$ cat src/rtl/analyzer_pkg.sv
// Shared definitions for the logic-analyzer capture path (capture and readout FSMs).
package analyzer_pkg;

  localparam int unsigned DEFAULT_ADDR_W = 10;

  typedef enum logic [2:0] {
    IDLE     = 3'd0,
    PRE_FILL = 3'd1,
    ARMED    = 3'd2,
    POST     = 3'd3,
    DONE     = 3'd4
  } cap_state_e;

endpackage

$ cat src/rtl/analyzer_capture_ctrl_if.sv
// Control, status and sample-RAM write-port signals of the capture controller.
interface analyzer_capture_ctrl_if
  import analyzer_pkg::*;
#(
  parameter int unsigned ADDR_W = DEFAULT_ADDR_W
);
  logic              start;
  logic              abort;
  logic              clear;
  logic              sample_valid;
  logic              trigger;
  logic [ADDR_W-1:0] pretrig_depth;
  logic [ADDR_W-1:0] posttrig_depth;
  logic              idle;
  logic              pre_trigger;
  logic              post_trigger;
  logic              done;
  logic              aborted;
  logic              wr_en;
  logic [ADDR_W-1:0] wr_addr;
  logic [ADDR_W-1:0] trig_addr;
  logic [ADDR_W-1:0] start_addr;
  logic              wrapped;

  modport master (
    output start, abort, clear, sample_valid, trigger, pretrig_depth, posttrig_depth,
    input  idle, pre_trigger, post_trigger, done, aborted,
    input  wr_en, wr_addr, trig_addr, start_addr, wrapped
  );

  modport slave (
    input  start, abort, clear, sample_valid, trigger, pretrig_depth, posttrig_depth,
    output idle, pre_trigger, post_trigger, done, aborted,
    output wr_en, wr_addr, trig_addr, start_addr, wrapped
  );
endinterface

$ cat src/rtl/analyzer_wr_ptr.sv
// Wrapping sample-RAM write pointer with wrapped flag and a separately clearable sample counter.
module analyzer_wr_ptr #(
  parameter int unsigned ADDR_W = 10,
  parameter int unsigned CNT_W  = ADDR_W + 1
) (
  input  logic              clock,
  input  logic              reset_n,
  input  logic              clr,
  input  logic              cnt_clr,
  input  logic              inc,
  output logic [ADDR_W-1:0] wr_addr,
  output logic              wrapped,
  output logic [CNT_W-1:0]  count
);

  always_ff @(posedge clock or negedge reset_n) begin
    if (!reset_n) begin
      wr_addr <= '0;
      wrapped <= 1'b0;
      count   <= '0;
    end else if (clr) begin
      wr_addr <= '0;
      wrapped <= 1'b0;
      count   <= '0;
    end else begin
      if (inc) begin
        wr_addr <= wr_addr + 1'b1;
        if (wr_addr == '1) wrapped <= 1'b1;
      end
      // The trigger write itself is not part of the post-trigger count.
      if (cnt_clr)  count <= '0;
      else if (inc) count <= count + 1'b1;
    end
  end

endmodule

$ cat src/rtl/analyzer_capture_ctrl.sv
// Capture sequencer for the circular sample RAM: pre-trigger fill, trigger qualification,
// post-trigger length and abort; reports trigger and oldest-sample addresses.
module analyzer_capture_ctrl
  import analyzer_pkg::*;
#(
  parameter int unsigned ADDR_W = DEFAULT_ADDR_W,
  parameter int unsigned CNT_W  = ADDR_W + 1
) (
  input  logic                    clock,
  input  logic                    reset_n,
  analyzer_capture_ctrl_if.slave  bus
);

  localparam int unsigned      DEPTH    = 1 << ADDR_W;
  localparam logic [CNT_W-1:0] DEPTH_M1 = CNT_W'(DEPTH - 1);

  cap_state_e        state_q, state_d;
  logic [CNT_W-1:0]  pre_q, post_q;
  logic [CNT_W-1:0]  pre_in, post_in, depth_sum, post_clamp;
  logic [ADDR_W-1:0] trig_addr_q, start_addr_q;
  logic              aborted_q;

  logic              active, write, trig_hit, start_go, abort_go, cnt_clr;
  logic [ADDR_W-1:0] wr_addr;
  logic              wrapped;
  logic [CNT_W-1:0]  count, count_inc;

  assign active    = (state_q == PRE_FILL) || (state_q == ARMED) || (state_q == POST);
  assign abort_go  = bus.abort & active;
  assign start_go  = bus.start & ~bus.abort & ((state_q == IDLE) || (state_q == DONE));
  assign write     = bus.sample_valid & active & ~bus.abort;
  assign trig_hit  = write & bus.trigger & (state_q == ARMED);
  assign count_inc = count + 1'b1;

  // Post length is clamped so the capture never overwrites its own oldest sample.
  assign pre_in     = CNT_W'(bus.pretrig_depth);
  assign post_in    = CNT_W'(bus.posttrig_depth);
  assign depth_sum  = pre_in + post_in;
  assign post_clamp = (depth_sum > DEPTH_M1) ? (DEPTH_M1 - pre_in) : post_in;

  always_comb begin
    state_d = state_q;
    cnt_clr = 1'b0;
    if (abort_go) begin
      state_d = IDLE;
    end else begin
      unique case (state_q)
        IDLE: begin
          if (start_go) state_d = (pre_in == '0) ? ARMED : PRE_FILL;
        end
        DONE: begin
          if (start_go)       state_d = (pre_in == '0) ? ARMED : PRE_FILL;
          else if (bus.clear) state_d = IDLE;
        end
        PRE_FILL: begin
          if (write && (count_inc == pre_q)) state_d = ARMED;
        end
        ARMED: begin
          if (trig_hit) begin
            cnt_clr = 1'b1;
            state_d = (post_q == '0) ? DONE : POST;
          end
        end
        POST: begin
          if (write && (count_inc == post_q)) state_d = DONE;
        end
        default: state_d = IDLE;
      endcase
    end
  end

  always_ff @(posedge clock or negedge reset_n) begin
    if (!reset_n) begin
      state_q      <= IDLE;
      pre_q        <= '0;
      post_q       <= '0;
      trig_addr_q  <= '0;
      start_addr_q <= '0;
      aborted_q    <= 1'b0;
    end else begin
      state_q <= state_d;
      if (start_go) begin
        pre_q     <= pre_in;
        post_q    <= post_clamp;
        aborted_q <= 1'b0;
      end
      if (abort_go) aborted_q <= 1'b1;
      if (trig_hit) begin
        trig_addr_q  <= wr_addr;
        start_addr_q <= wr_addr - pre_q[ADDR_W-1:0];
      end
    end
  end

  analyzer_wr_ptr #(
    .ADDR_W (ADDR_W),
    .CNT_W  (CNT_W)
  ) u_wr_ptr (
    .clock   (clock),
    .reset_n (reset_n),
    .clr     (start_go),
    .cnt_clr (cnt_clr),
    .inc     (write),
    .wr_addr (wr_addr),
    .wrapped (wrapped),
    .count   (count)
  );

  assign bus.idle         = (state_q == IDLE);
  assign bus.pre_trigger  = (state_q == PRE_FILL) || (state_q == ARMED);
  assign bus.post_trigger = (state_q == POST);
  assign bus.done         = (state_q == DONE);
  assign bus.aborted      = aborted_q;
  assign bus.wr_en        = write;
  assign bus.wr_addr      = wr_addr;
  assign bus.trig_addr    = trig_addr_q;
  assign bus.start_addr   = start_addr_q;
  assign bus.wrapped      = wrapped;

endmodule

$ cat src/flat_wrapper.sv
// flat-port wrapper written by rule: the top's interface ports become plain ports
module analyzer_capture_ctrl_flat import analyzer_pkg::*;
#(
  parameter int unsigned ADDR_W = DEFAULT_ADDR_W,
  parameter int unsigned CNT_W  = ADDR_W + 1
)
  (clock, reset_n, bus_start, bus_abort, bus_clear, bus_sample_valid, bus_trigger, bus_pretrig_depth, bus_posttrig_depth, bus_idle, bus_pre_trigger, bus_post_trigger, bus_done, bus_aborted, bus_wr_en, bus_wr_addr, bus_trig_addr, bus_start_addr, bus_wrapped);
  analyzer_capture_ctrl_if #(.ADDR_W(ADDR_W)) bus_i ();
  input  logic clock;
  input  logic reset_n;
  input wire logic [$bits(bus_i.start)-1:0] bus_start;
  input wire logic [$bits(bus_i.abort)-1:0] bus_abort;
  input wire logic [$bits(bus_i.clear)-1:0] bus_clear;
  input wire logic [$bits(bus_i.sample_valid)-1:0] bus_sample_valid;
  input wire logic [$bits(bus_i.trigger)-1:0] bus_trigger;
  input wire logic [$bits(bus_i.pretrig_depth)-1:0] bus_pretrig_depth;
  input wire logic [$bits(bus_i.posttrig_depth)-1:0] bus_posttrig_depth;
  output wire logic [$bits(bus_i.idle)-1:0] bus_idle;
  output wire logic [$bits(bus_i.pre_trigger)-1:0] bus_pre_trigger;
  output wire logic [$bits(bus_i.post_trigger)-1:0] bus_post_trigger;
  output wire logic [$bits(bus_i.done)-1:0] bus_done;
  output wire logic [$bits(bus_i.aborted)-1:0] bus_aborted;
  output wire logic [$bits(bus_i.wr_en)-1:0] bus_wr_en;
  output wire logic [$bits(bus_i.wr_addr)-1:0] bus_wr_addr;
  output wire logic [$bits(bus_i.trig_addr)-1:0] bus_trig_addr;
  output wire logic [$bits(bus_i.start_addr)-1:0] bus_start_addr;
  output wire logic [$bits(bus_i.wrapped)-1:0] bus_wrapped;
  assign bus_i.start = bus_start;
  assign bus_i.abort = bus_abort;
  assign bus_i.clear = bus_clear;
  assign bus_i.sample_valid = bus_sample_valid;
  assign bus_i.trigger = bus_trigger;
  assign bus_i.pretrig_depth = bus_pretrig_depth;
  assign bus_i.posttrig_depth = bus_posttrig_depth;
  assign bus_idle = bus_i.idle;
  assign bus_pre_trigger = bus_i.pre_trigger;
  assign bus_post_trigger = bus_i.post_trigger;
  assign bus_done = bus_i.done;
  assign bus_aborted = bus_i.aborted;
  assign bus_wr_en = bus_i.wr_en;
  assign bus_wr_addr = bus_i.wr_addr;
  assign bus_trig_addr = bus_i.trig_addr;
  assign bus_start_addr = bus_i.start_addr;
  assign bus_wrapped = bus_i.wrapped;
  analyzer_capture_ctrl #(.ADDR_W(ADDR_W), .CNT_W(CNT_W)) u_core (.clock(clock), .reset_n(reset_n), .bus(bus_i));
endmodule
$ cat config.mk
export PLATFORM = sky130hd
export DESIGN_NAME = analyzer_capture_ctrl_flat
export DESIGN_NICKNAME = d
export VERILOG_FILES = /design/src/rtl/analyzer_pkg.sv /design/src/rtl/analyzer_capture_ctrl_if.sv /design/src/rtl/analyzer_wr_ptr.sv /design/src/rtl/analyzer_capture_ctrl.sv /design/src/flat_wrapper.sv
export SDC_FILE = /design/constraint.sdc
export NUM_CORES = 1
export LEC_CHECK = 0
export ABC_AREA = 1
export CAP_MARGIN = 0
export CORE_MARGIN = 2
export CORE_UTILIZATION = 45
export CTS_BUF_LIST = sky130_fd_sc_hd__clkbuf_16
export CTS_CLUSTER_SIZE = 8
export DETAILED_ROUTE_END_ITERATION = 10
export GPL_TIMING_DRIVEN = 0
export MAX_ROUTING_LAYER = met4
export PLACE_DENSITY = 0.71
export SLEW_MARGIN = 25
export SYNTH_ARGS = -nofsm -noshare
export SYNTH_HDL_FRONTEND = slang
export SYNTH_SLANG_ARGS = --single-unit
$ cat constraint.sdc
create_clock -name clock -period 2.2 [get_ports clock]
set_clock_uncertainty 0.1 [all_clocks]
set_input_delay 0.44 -clock clock [delete_from_list [all_inputs] [get_ports clock]]
set_output_delay 0.44 -clock clock [all_outputs]
set_load 0.01 [all_outputs]
==> flow_metrics.py, run 1 <==
metrics = {
    "pwr": {
        "p_int_w": 0.003771,
        "p_leak_nw": 2.573,
        "vdd_ir_drop_max_mv": 0.4172,
        "pwr-share-seq": 0.296,
        "power_frac_comb": 0.434,
        "p_sw_w": 0.002302,
        "p_clk_frac": 0.270,
        "power_density_nw_per_um2": 1102,
        "p_sw_frac": 0.3790,
    },
    "floorplan": {
        "std_cell_rows": 34,
        "core_um2": 8721,
        "fp.dieH_um": 98.80,
        "ios": 64,
        "dieArea_um2": 9760,
        "die_w_um": 98.80,
        "start_util": 0.4637,
    },
    "grt": {
        "grt_overflow_total": 0,
        "grt_antenna_before_repair": 0,
        "groute.usage.overall": 0.2264,
        "grt_pass1_vias": 3699,
        "grt_start_max_net_pins": 39,
        "grt_pass1_wl_um": 17260,
    },
    "setup_path": {
        "slowest_stage": "dfrtp_2",
        "critPathCaptureType": "register",
        "crit_type": "reg2reg",
        "cp_max_fo": 4,
        "path_cells": "buf_6 > inv_1 > nor2_4 > buf_6 > nand3_1 > nand2_2 > nand2_1 > nand2_1 > nor2_1 > nand3_1 > nand2_2 > nand2_2 > nor2_4 > nand4_1 > nand2_1",
        "path_buf_inv": 3,
        "arrival_ps": 2260,
        "max_stage_delay_ps": 420,
        "start_kind": "register",
        "critPathRequiredTime_ps": 2360,
        "critPathTopFamily": "simple AND/OR/NAND/NOR gates",
    },
    "sta": {
        "final-max-slew-violation-count": 0,
        "finalCriticalPeriod_ps": 2100,
        "post-route-period-util": 0.9544,
        "rsz0062_at_grt": "yes",
        "setup_slack_ps": 100.4,
        "max_freq_mhz": 476.3,
        "hold_violations": 0,
        "finalSetupTns_ps": 0,
        "worst_slew_pin_slew_ps": 565.5,
        "slew_headroom": 0.6230,
        "timing.hold.ws_ps": 319.8,
        "setup_viol": 0,
    },
    "layout": {
        "nFillCells": 756,
        "regArea_um2": 1657,
        "stdcell_count": 745,
        "fin_area_um2": 5509,
        "n_antenna_cell": 0,
        "multi_input_comb_area_um2": 2237,
        "synthToLayoutAreaGrowth_pct": 36.23,
        "nets": 681,
        "drive_gt1_frac": 0.1711,
    },
    "routing": {
        "vias": 3967,
        "drtPass1Iterations": 5,
        "routed_wl_um": 10500,
        "via_per_inst": 5.325,
        "detail_route.wl_per_cell_um": 14.09,
        "drc_errors": 0,
        "drtIter0Drc": 255,
        "ant_nets": 0,
    },
    "placed_design": {
        "port_buffers": 63,
        "dpl_worst_slack_ps": -549.0,
        "dp_cells": 711,
        "gp_congestion": 0.9070,
        "place_area_um2": 4827,
        "hpwl_um": 7909,
    },
    "flow_run": {
        "cap_violations": 0,
    },
    "synth": {
        "yosys_most_used_dff": "dfrtp_1",
        "netlist_instances": 539,
        "seq_area_frac_synth": 0.4084,
        "netlist_area_um2": 4044,
        "synth_area_leaders": "dfrtp_1 (41%), nand2_1 (13%), o21ai_0 (7.5%), ha_1 (6.2%), inv_1 (5.9%)",
        "synth_edf_count": 0,
        "synth_area_leader_cell": "dfrtp_1",
        "syn_avg_cell_area_um2": 7.503,
        "syn_nets": 588,
        "synth.top_cell.area_share": 0.4084,
        "synth.distinct_cells": 33,
        "synth_async_sr_flop_share": 1.000,
        "synth_seq_cells": 66,
        "ys_warn_count": 0,
    },
    "cts": {
        "cts-root-buf": "clkbuf_16",
        "cts_max_path_buffers": 2,
        "cts_buffers": 9,
        "cts_sinks": 66,
        "path_clk_slew_ps": 60,
        "clk_latency_ps": 330,
        "cts_tree": "done",
        "htree_levels": 3,
    },
    "min_path": {
        "min_path_type": "in2reg",
    },
    "run_status": {
        "status": "finished clean",
    },
}
==> kinds of logic (layout without fill, tap and decap cells) <==
kind of cell	Yosys count	in the layout	synth area share
AO/OA/AOI/OAI	106	106	0.1389
XOR/XNOR	8	8	0.01733
adder cells (fa/ha/maj)	22	22	0.07178
buffers and inverters	80	178	0.07457
flip-flops	66	66	0.4084
AND/OR/NAND/NOR	257	257	0.2890
==> layer usage <==
layer	track usage	wire (um)	vias to the layer above
li1	-	-	1969
met1	0.2847	4671	1859
met2	0.3784	5246	120
met3	0.02908	422	19
met4	0.07692	159	0
met5	-	0	-
==> state kept, by name, indices dropped and copies added (netlist names), 3 cells and up <==
name,flops
u_core.state_q,3
u_core.post_q,10
u_core.bus.start_addr,10
u_core.u_wr_ptr.count,11
u_core.bus.trig_addr,10
u_core.pre_q,10
u_core.u_wr_ptr.wr_addr,10
==> worst paths after layout <==
kind,start,to,slack [ps],depth (start not counted)
worst max-delay path,u_core.u_wr_ptr.count[0],u_core.state_q[2],100,15
worst min-delay path,bus_pretrig_depth[5],u_core.pre_q[5],320,3
worst max register to register,u_core.u_wr_ptr.count[0],u_core.state_q[2],100,15
worst min register to register,u_core.bus.trig_addr[7],u_core.bus.trig_addr[7],370,2
max in group asynchronous,reset_n,u_core.bus.trig_addr[8],960,3
min in group asynchronous,reset_n,u_core.bus.trig_addr[4],510,2
==> power groups by stage <==
stage / registers, W / logic [W] / clock network (W)
floorplan: 0.00180 / 0.00149 / 0
global placement: 0.00179 / 0.00224 / 0
detailed placement: 0.00180 / 0.00228 / 0
CTS: 0.00178 / 0.00234 / 0.00165
global route: 0.00184 / 0.00296 / 0.00172
finish: 0.00180 / 0.00264 / 0.00164
==> worst register-to-register path, stage by stage, from the launching register on <==
cell	delay, ps
dfrtp_2	420
buf_6	140
inv_1	120
nor2_4	70
buf_6	120
nand3_1	140
nand2_2	100
nand2_1	60
nand2_1	40
nor2_1	100
nand3_1	120
nand2_2	110
nand2_2	70
nor2_4	140
nand4_1	110
nand2_1	90
==> synth_stat cells, types with 2 or more instances <==
| cell type | number |
|---|---|
| nand3_1 | 44 |
| inv_1 | 64 |
| o21ai_0 | 61 |
| nand2_2 | 7 |
| nor2_2 | 2 |
| nor4_1 | 4 |
| xor2_1 | 5 |
| nor3_1 | 10 |
| clkbuf_1 | 10 |
| inv_2 | 5 |
| o22ai_1 | 6 |
| xnor2_1 | 3 |
| nor2_1 | 35 |
| nor2_4 | 7 |
| a21oi_1 | 30 |
| nand2_1 | 138 |
| nand4_1 | 5 |
| nor3_2 | 2 |
| a31oi_1 | 2 |
| ha_1 | 20 |
| dfrtp_1 | 66 |
| fa_1 | 2 |
==> timing repair <==
action                                 CTS  global route
setup endpoints to repair               37            45
pin swaps                                2            15
gates cloned                             0             0
endpoints found under the hold margin   37             0
buffers inserted                         3            14
gates resized for setup                 18            78
hold buffers                             1             0
==> through the flow <==
step	util	total power (W)
floorplan	-	0.003295
finish	0.6317	0.006072
detailed placement	0.5535	0.004086
CTS	0.5989	0.005774
global route	0.6317	0.006525
global placement	0.5515	0.004035
==> layout make-up <==
cell class                      instances  share of cell area
Clock inverter                          7             0.02135
Timing Repair Buffer                   82              0.1479
Sequential cell                        66              0.3007
Clock buffer                            9             0.04088
Multi-Input combinational cell        393              0.4061
Buffer                                 11             0.01113
Tap cell                              108             0.02453
Inverter                               69             0.04747
==> cells in the final DEF, fill, tap and decap left out, types with 3 or more instances in the layout <==
| master | n |
|---|---|
| inv_1 | 59 |
| clkdlybuf4s50_1 | 52 |
| nand4_1 | 5 |
| nand3_1 | 42 |
| nor3_1 | 10 |
| buf_2 | 4 |
| nand2_1 | 127 |
| inv_2 | 9 |
| o21ai_2 | 3 |
| nor2_2 | 7 |
| a21oi_1 | 24 |
| o21ai_1 | 15 |
| clkbuf_1 | 5 |
| buf_6 | 6 |
| nor2_1 | 28 |
| nor4_1 | 4 |
| xor2_1 | 5 |
| nor2_4 | 9 |
| dlygate4sd2_1 | 3 |
| a21oi_2 | 6 |
| bufinv_16 | 3 |
| clkbuf_16 | 9 |
| dfrtp_1 | 62 |
| dfrtp_2 | 4 |
| xnor2_1 | 3 |
| dlymetal6s2s_1 | 7 |
| ha_1 | 17 |
| o22ai_1 | 6 |
| o21ai_0 | 45 |
| nand2_2 | 17 |
| buf_4 | 14 |
Power figures use the tool's default switching activity.
==> inputs of run 2 (changes only) <==
--- a/config.mk
+++ b/config.mk
@@ -9,7 +9,6 @@
 export CAP_MARGIN = 0
 export CORE_MARGIN = 2
 export CORE_UTILIZATION = 45
-export CTS_BUF_LIST = sky130_fd_sc_hd__clkbuf_16
 export CTS_CLUSTER_SIZE = 8
 export DETAILED_ROUTE_END_ITERATION = 10
 export GPL_TIMING_DRIVEN = 0
==> run 2 against run 1 <==
Net effect: global-route usage rose by 0.096 points; maximum frequency is 0.42% lower; sequential share of layout area increased by 0.38 points; critical endpoint is now bus_pre_trigger; combinational power grew 2%; die area unchanged; count of clock-buffer cells in the layout up 1; critical path depth decreased by 9; clock power fell by 21%; via count is 1.2% higher; setup slack got worse by 8.8 ps; design area shrank 1.2%.
==> flow_metrics.py, run 2 (synthesized netlist as in run 1, its figures left out) <==
metrics = {
    "run_status": {
        "status": "finished clean",
    },
    "layout": {
        "n_antenna_cell": 0,
        "synthToLayoutAreaGrowth_pct": 34.62,
        "layout_common_cells": "nand2_1 (125), dfrtp_1 (61), inv_1 (58)",
        "nets": 682,
        "drive_gt1_frac": 0.1850,
        "fin_area_um2": 5444,
        "regMostFlops": "u_core.u_wr_ptr.count",
        "largest_register_ffs": 11,
        "final_common_cell": "nand2_1",
    },
    "grt": {
        "grt_start_max_net_pins": 39,
        "groute.usage.overall": 0.2274,
        "grt_overflow_total": 0,
        "grt_pass1_wl_um": 17260,
        "grt_antenna_before_repair": 0,
        "grt_pass1_vias": 3704,
    },
    "sta": {
        "setup_viol": 0,
        "hold_violations": 0,
        "final-max-slew-violation-count": 0,
        "max_freq_mhz": 474.3,
        "worst_slew_pin_slew_ps": 553.7,
        "finalCriticalPeriod_ps": 2108,
        "setup_slack_ps": 91.54,
        "post-route-period-util": 0.9584,
        "rsz0062_at_grt": "yes",
        "slew_headroom": 0.6309,
    },
    "flow_run": {
        "cap_violations": 0,
    },
    "setup_path": {
        "critPathCaptureType": "primary output",
        "cp_common_cell": "nand2_1",
        "reg2regPathDepth": 15,
        "cp_max_fo": 5,
        "critPathRequiredTime_ps": 1660,
        "max_stage_delay_ps": 440,
        "path_cells": "inv_2 > nand2_1 > nor2_2 > inv_1 > nand2_1 > dlygate4sd2_1",
        "arrival_ps": 1570,
        "critical_path.startpoint": "u_core.state_q[2]",
        "slowest_stage": "dfrtp_2",
        "regToRegStartpoint": "u_core.u_wr_ptr.count[1]",
        "start_kind": "register",
        "crit_type": "reg2out",
    },
    "pwr": {
        "vdd_ir_drop_max_mv": 0.3795,
        "p_leak_nw": 2.528,
        "power_density_nw_per_um2": 1063,
    },
    "min_path": {
        "worstHoldStart": "bus_pretrig_depth[5]",
        "hold_depth": 3,
        "min_path_type": "in2reg",
    },
    "routing": {
        "vias": 4014,
        "drtIter0Drc": 239,
        "detail_route.wl_per_cell_um": 14.23,
        "via_per_inst": 5.381,
        "routed_wl_um": 10620,
        "drc_errors": 0,
        "drtPass1Iterations": 5,
        "ant_nets": 0,
    },
    "placed_design": {
        "gp_congestion": 0.9070,
        "port_buffers": 63,
        "dpl_worst_slack_ps": -549.0,
        "place_area_um2": 4827,
        "hpwl_um": 7909,
    },
    "cts": {
        "cts_buffers": 9,
        "cts_sinks": 66,
        "clk_latency_ps": 360,
        "path_clk_slew_ps": 70,
        "cts_tree": "done",
        "htree_levels": 3,
        "cts_max_path_buffers": 2,
        "cts-root-buf": "clkbuf_8",
    },
    "floorplan": {
        "core_um2": 8721,
        "dieArea_um2": 9760,
        "fp.dieH_um": 98.80,
        "std_cell_rows": 34,
        "die_w_um": 98.80,
        "start_util": 0.4637,
        "ios": 64,
    },
}
-- run 2: cell count changes in the layout (fill, tap and decap cells not counted), moves of 3 or more --
| cell | before | now |
|---|---|---|
| buf_2 | 4 | 1 |
| clkbuf_16 | 9 | 0 |
| clkbuf_8 | 0 | 10 |
| clkbuf_2 | 0 | 3 |
| o21ai_1 | 15 | 18 |
-- run 2: worst max-delay path: cells and delay by family (launching register included) --
kind / cells / cell delay [ps]
buf+inv: 3 / 470
simple gates: 3 / 310
flops: 1 / 440
-- run 2: path summary, 6_finish.rpt --
kind	to	slack, ps
min in group asynchronous	u_core.bus.trig_addr[4]	480
setup reg to reg	u_core.state_q[2]	100
setup / recovery	bus_pre_trigger	90
hold / removal	u_core.pre_q[5]	290
hold reg to reg	u_core.bus.trig_addr[7]	370
max in group asynchronous	u_core.state_q[2]	960
-- run 2: area by class of cell --
cell class | count | area [um^2]
clock buffer | 10 | 137.6
tap | 108 | 135.1
sequential | 66 | 1658
fill | 769 | 3277
buffer | 11 | 57.56
clock inverter | 6 | 113.9
multi-input combinational | 393 | 2262
inverter | 69 | 261.5
timing repair buffer | 83 | 818.3
-- run 2: power by group --
part | leakage, nW | total, W | switching [W] | internal (W)
clock | 0.119 | 0.00129 | 0.000501 | 0.000785
combinational | 1.54 | 0.00270 | 0.00156 | 0.00114
sequential | 0.865 | 0.00180 | 0.000258 | 0.00154
total | 2.53 | 0.00579 | 0.00232 | 0.00347
-- run 2: metrics by stage --
stage,TNS [ps],power (W),utilization,cells,hold slack (ps)
2_1_floorplan,0,0.003295,-,539,44.41
3_3_place_gp,-121880,0.004035,0.5515,710,355.7
3_5_place_dp,-19570,0.004086,0.5535,711,335.0
4_1_cts,0,0.005415,0.5892,732,383.2
5_1_grt,-158.5,0.006222,0.6242,746,322.5
6_report,0,0.005785,0.6242,746,290.0
-- run 2: what timing repair did --
item	4_1_cts	5_1_grt
hold buffers	1	0
gates resized for setup	20	83
endpoints found under the hold margin	37	0
buffers inserted	4	14
endpoints found under the setup margin	24	41
pin swaps	2	15
-- run 2: routing by layer --
metal | GRT usage | wire length, um | vias to the layer above
met3 | 0.02624 | 595 | 17
met5 | - | 0 | -
met4 | 0.07903 | 170 | 0
li1 | - | - | 1972
met1 | 0.2862 | 4550 | 1888
met2 | 0.3810 | 5299 | 137
